--- src/rtl/gpio_int_detect.sv ---
// -----------------------------------------------------------------------------
// gpio_int_detect
//
// Per-line GPIO interrupt detector. Each line runs an optional debounce
// filter, then an edge/level detector that feeds a sticky (edge) or
// live (level) raw status bit. Status is masked combinationally and the
// masked bits are OR-reduced into a registered interrupt request.
//
// Parameters
//   DAT_W       number of GPIO interrupt lines
//   DB_W        width of the debounce counter and threshold
//
// Ports
//   des_clk     clock for all logic
//   des_rstn    asynchronous active-low reset
//   i_syn_dat   GPIO levels, already synchronized to des_clk
//   i_int_en    per-line interrupt enable
//   i_int_mask  per-line mask (1 = masked)
//   i_int_type  per-line mode (1 = edge, 0 = level)
//   i_int_pol   per-line polarity (1 = rising/high, 0 = falling/low)
//   i_both_edge per-line both-edge select in edge mode (overrides polarity)
//   i_db_en     debounce enable, common to all lines
//   i_db_cnt    debounce threshold
//   i_clr       write-1-to-clear pulse for edge-mode status
//   o_raw_stat  unmasked status register
//   o_int_stat  masked status (combinational)
//   o_irq       registered OR of o_int_stat
// -----------------------------------------------------------------------------
module gpio_int_detect #(
  parameter int DAT_W = 8,
  parameter int DB_W  = 4
) (
  input  logic             des_clk,
  input  logic             des_rstn,
  input  logic [DAT_W-1:0] i_syn_dat,
  input  logic [DAT_W-1:0] i_int_en,
  input  logic [DAT_W-1:0] i_int_mask,
  input  logic [DAT_W-1:0] i_int_type,
  input  logic [DAT_W-1:0] i_int_pol,
  input  logic [DAT_W-1:0] i_both_edge,
  input  logic             i_db_en,
  input  logic [DB_W-1:0]  i_db_cnt,
  input  logic [DAT_W-1:0] i_clr,
  output logic [DAT_W-1:0] o_raw_stat,
  output logic [DAT_W-1:0] o_int_stat,
  output logic             o_irq
);

  logic [DAT_W-1:0]           flt_q, flt_d;
  logic [DAT_W-1:0]           dly_q;
  logic [DAT_W-1:0][DB_W-1:0] cnt_q, cnt_d;
  logic [DAT_W-1:0]           raw_q, raw_d;
  logic                       irq_q, irq_d;
  logic [DAT_W-1:0]           evt;

  // Qualify a filtered-level change: both-edge accepts any change, otherwise
  // the new level must match the selected polarity.
  function automatic logic edge_hit(input logic cur, input logic prev,
                                    input logic pol, input logic both);
    return (cur != prev) && (both || (cur == pol));
  endfunction

  // Debounce filter. The threshold compare is >= rather than == so that a
  // threshold lowered mid-count still resolves instead of letting the
  // counter run on and wrap.
  always_comb begin
    flt_d = flt_q;
    cnt_d = '0;
    for (int i = 0; i < DAT_W; i++) begin
      if (!i_db_en) begin
        flt_d[i] = i_syn_dat[i];
      end else if (i_syn_dat[i] != flt_q[i]) begin
        if (cnt_q[i] >= i_db_cnt) begin
          flt_d[i] = i_syn_dat[i];
        end else begin
          cnt_d[i] = cnt_q[i] + DB_W'(1);
        end
      end
    end
  end

  // Status update. Edge mode is sticky with set taking priority over clear;
  // level mode simply tracks the filtered level and ignores clear.
  always_comb begin
    raw_d = raw_q;
    evt   = '0;
    for (int i = 0; i < DAT_W; i++) begin
      evt[i] = edge_hit(flt_q[i], dly_q[i], i_int_pol[i], i_both_edge[i]);
      if (!i_int_en[i]) begin
        raw_d[i] = 1'b0;
      end else if (i_int_type[i]) begin
        raw_d[i] = evt[i] | (raw_q[i] & ~i_clr[i]);
      end else begin
        raw_d[i] = (flt_q[i] == i_int_pol[i]);
      end
    end
  end

  assign o_int_stat = raw_q & ~i_int_mask;
  assign irq_d      = |o_int_stat;
  assign o_raw_stat = raw_q;
  assign o_irq      = irq_q;

  always_ff @(posedge des_clk or negedge des_rstn) begin
    if (!des_rstn) begin
      flt_q <= '0;
      dly_q <= '0;
      cnt_q <= '0;
      raw_q <= '0;
      irq_q <= 1'b0;
    end else begin
      flt_q <= flt_d;
      dly_q <= flt_q;
      cnt_q <= cnt_d;
      raw_q <= raw_d;
      irq_q <= irq_d;
    end
  end

endmodule

--- config.mk ---
export PLATFORM = sky130hd
export DESIGN_NAME = gpio_int_detect
export DESIGN_NICKNAME = d
export VERILOG_FILES = /design/src/rtl/gpio_int_detect.sv
export SDC_FILE = /design/constraint.sdc
export NUM_CORES = 1
export LEC_CHECK = 0
export CAP_MARGIN = 20
export CORE_MARGIN = 2
export CORE_UTILIZATION = 51
export CTS_CLUSTER_DIAMETER = 100
export DETAILED_ROUTE_END_ITERATION = 8
export PLACE_DENSITY = 0.81
export SKIP_CTS_REPAIR_TIMING = 1
export SLEW_MARGIN = 15
export SYNTH_ARGS = -nofsm -noshare
export SYNTH_HDL_FRONTEND = slang
export SYNTH_SLANG_ARGS = --single-unit
--- constraint.sdc ---
create_clock -name des_clk -period 1.7 [get_ports des_clk]
set_clock_uncertainty 0.1 [all_clocks]
set_input_delay 0.51 -clock des_clk [delete_from_list [all_inputs] [get_ports des_clk]]
set_output_delay 0.51 -clock des_clk [all_outputs]
set_load 0.05 [all_outputs]
==> qor.yml, run 1 <==
cts.sinks: 57
ys_seq_area_frac: 0.412
syn_area_um2: 3460
core-area_um2: 6680
setup_slack_ps: -37.6
worstPathArrival_ps: 1130
htreeDepth: 3
avgViaCountPerCell: 5.37
fmax_mhz: 576
yosys_register_bits: 57
yosysTopAreaCellShare: 0.412
fp.dieW_um: 86.3
power_leakage_nw: 2.36
cts.clk_slew.worst_paths_ps: 60
cts_made_buffers: 9
cp_max_fo: 3
synth_nets: 412
syn2layout_area_growth_pct: 53.5
cts_tree: "done"
setup_viol: 3
drt_iter0_markers: 170
grt_antenna_before_repair: 0
final_cells: 507
utilization: 0.795
grt_max_degree: 58
fp.dieH_um: 86.3
ioPinCount: 80
netlist_instances: 309
maxCapViolations: 0
place_ws_ps: -692
yosys_warnings: 0
globalplace.congestion: 0.786
worst_setup_path_start_kind: "register"
dr.pass1.iters: 4
synth_top_cell_by_area: "dfrtp_1"
finalNetCount: 525
violations: "setup timing"
start_util: 0.518
synth.avg_cell_area_um2: 11.2
finalHoldViolations: 0
rsz0062_at_grt: "true"
final_common_cell: "dfrtp_1"
crit_type: "register to output pin"
final_layout_size_suffix_gt1_frac: 0.290
dieArea_um2: 7460
hpwlAfterDp_mm: 5.35
critPathCaptureType: "output pin"
drt-total-wl_mm: 8.44
slew_violations: 0
num_vias: 2724
worst_pin_slew_ps: 386
hold_path_class: "input port to asynchronous set/reset pin"
relSlewSlack: 0.742
fin_crit_sh: 1.02
period_minus_slack_ps: 1740
grt_pass1_wl_mm: 12.6
grt_pass1_vias: 2861
ant_nets: 0
placed_cells: 481
worst_ep_required_time_ps: 1090
tns_ps: -48.9
cts-root-buf: "clkbuf_8"
gr-total-overflow: 0
rows: 30
post-route-drc-count: 0
clk_latency_ps: 340
ir_drop_uv: 627
grt_usage: 0.216
ys_types: 21
port_buffers: 79
diodes: 0
run_status: "finished, violations left"
p_per_area_nw_per_um2: 777
synth_area_leaders: "dfrtp_1 41%, ha_1 14%, o211ai_2 4.7%"
hold-worst-slack_ps: 64.0
cts_max_path_buffers: 2
avgRoutedWirePerCell_um: 16.6
layout_common_cells: "55 x dfrtp_1, 49 x clkdlybuf4s50_1, 32 x nor2_1, 30 x inv_1, 23 x buf_12"
cell type report:
type / count / area [µm²]
sequential: 57 / 1430
inverter: 33 / 131
tap: 80 / 100
clock buffer: 11 / 141
fill: 389 / 1370
clock inverter: 5 / 55.1
multi-input combinational: 219 / 2240
timing repair buffer: 102 / 1210
layer usage:
layer / track usage / vias to the layer above / routed length, µm
li1: - / 1321 / -
met3: 0.0562 / 7 / 338
met5: 0 / - / 0
met2: 0.371 / 70 / 4530
met4: 0.0824 / 0 / 95
met1: 0.259 / 1326 / 3470
kinds of logic after synthesis:
logic type      count (synthesis)  synth area share
xor+xnor                       33            0.0836
compound gates                 55             0.139
mux                             8            0.0347
fa+ha+maj                      40             0.145
flops                          57             0.412
buf+inv                        33            0.0358
simple gates                   83             0.149
final timing paths:
check | start | end | slack [ps] | depth (start not counted)
max reg2reg | cnt_q[20]$_DFF_PN0_ | flt_q[5]$_DFFE_PN0P_ | 80 | 5
min in group des_clk | cnt_q[16]$_DFF_PN0_ | cnt_q[16]$_DFF_PN0_ | 390 | 1
max in group asynchronous | des_rstn | o_raw_stat[4]$_DFF_PN0_ | 1180 | 2
max | o_raw_stat[4]$_DFF_PN0_ | o_int_stat[4] | -40 | 2
min reg2reg | cnt_q[16]$_DFF_PN0_ | cnt_q[16]$_DFF_PN0_ | 390 | 1
min | des_rstn | o_raw_stat[5]$_DFF_PN0_ | 60 | 2
synth_stat cells:
cell type  count
and2b_1        8
nor2b_1        8
nor2_1        32
xor2_1        17
inv_1         33
o211ai_1      10
dfrtp_1       57
a41oi_1        7
nand2_1        9
a31oi_1        1
a211o_1        7
ha_1          40
nor4_1         2
mux2_4         8
o21ai_0        9
xnor2_1       16
nand3_1        8
o2111ai_1      8
o211ai_2      13
nand2b_1       8
nor3b_4        8
where the power goes:
group          leakage [nW]  internal, mW  switching, mW
sequential            0.737          1.47          0.126
clock                0.0953         0.711          0.552
combinational          1.53         0.693          0.573
total                  2.36          2.87           1.25
stage by stage:
step / power, mW / cell area [µm²]
floorplan: 2.20 / 3520
global placement: 2.70 / 4710
detailed placement: 2.74 / 4710
CTS: 4.00 / 4910
global route: 4.34 / 5310
finish: 4.12 / 5310
flip-flops by register name (all words and copies together) (netlist names):
name / count
dly_q: 8
o_raw_stat: 8
o_irq: 1
flt_q: 8
cnt_q: 32
worst max-delay path, cell delays in order (launching register included):
cell	delay (ps)
dfrtp_2	420
nor2b_4	210
buf_12	150
Power figures use the tool's default switching activity.
==> inputs of run 2 (changes only) <==
--- a/config.mk
+++ b/config.mk
@@ -12,7 +12,6 @@
 export DETAILED_ROUTE_END_ITERATION = 8
 export PLACE_DENSITY = 0.81
 export SKIP_CTS_REPAIR_TIMING = 1
-export SLEW_MARGIN = 15
 export SYNTH_ARGS = -nofsm -noshare
 export SYNTH_HDL_FRONTEND = slang
 export SYNTH_SLANG_ARGS = --single-unit
==> results of run 2 <==
Same layout as run 1: the final DEF is identical, and so are final timing and power.
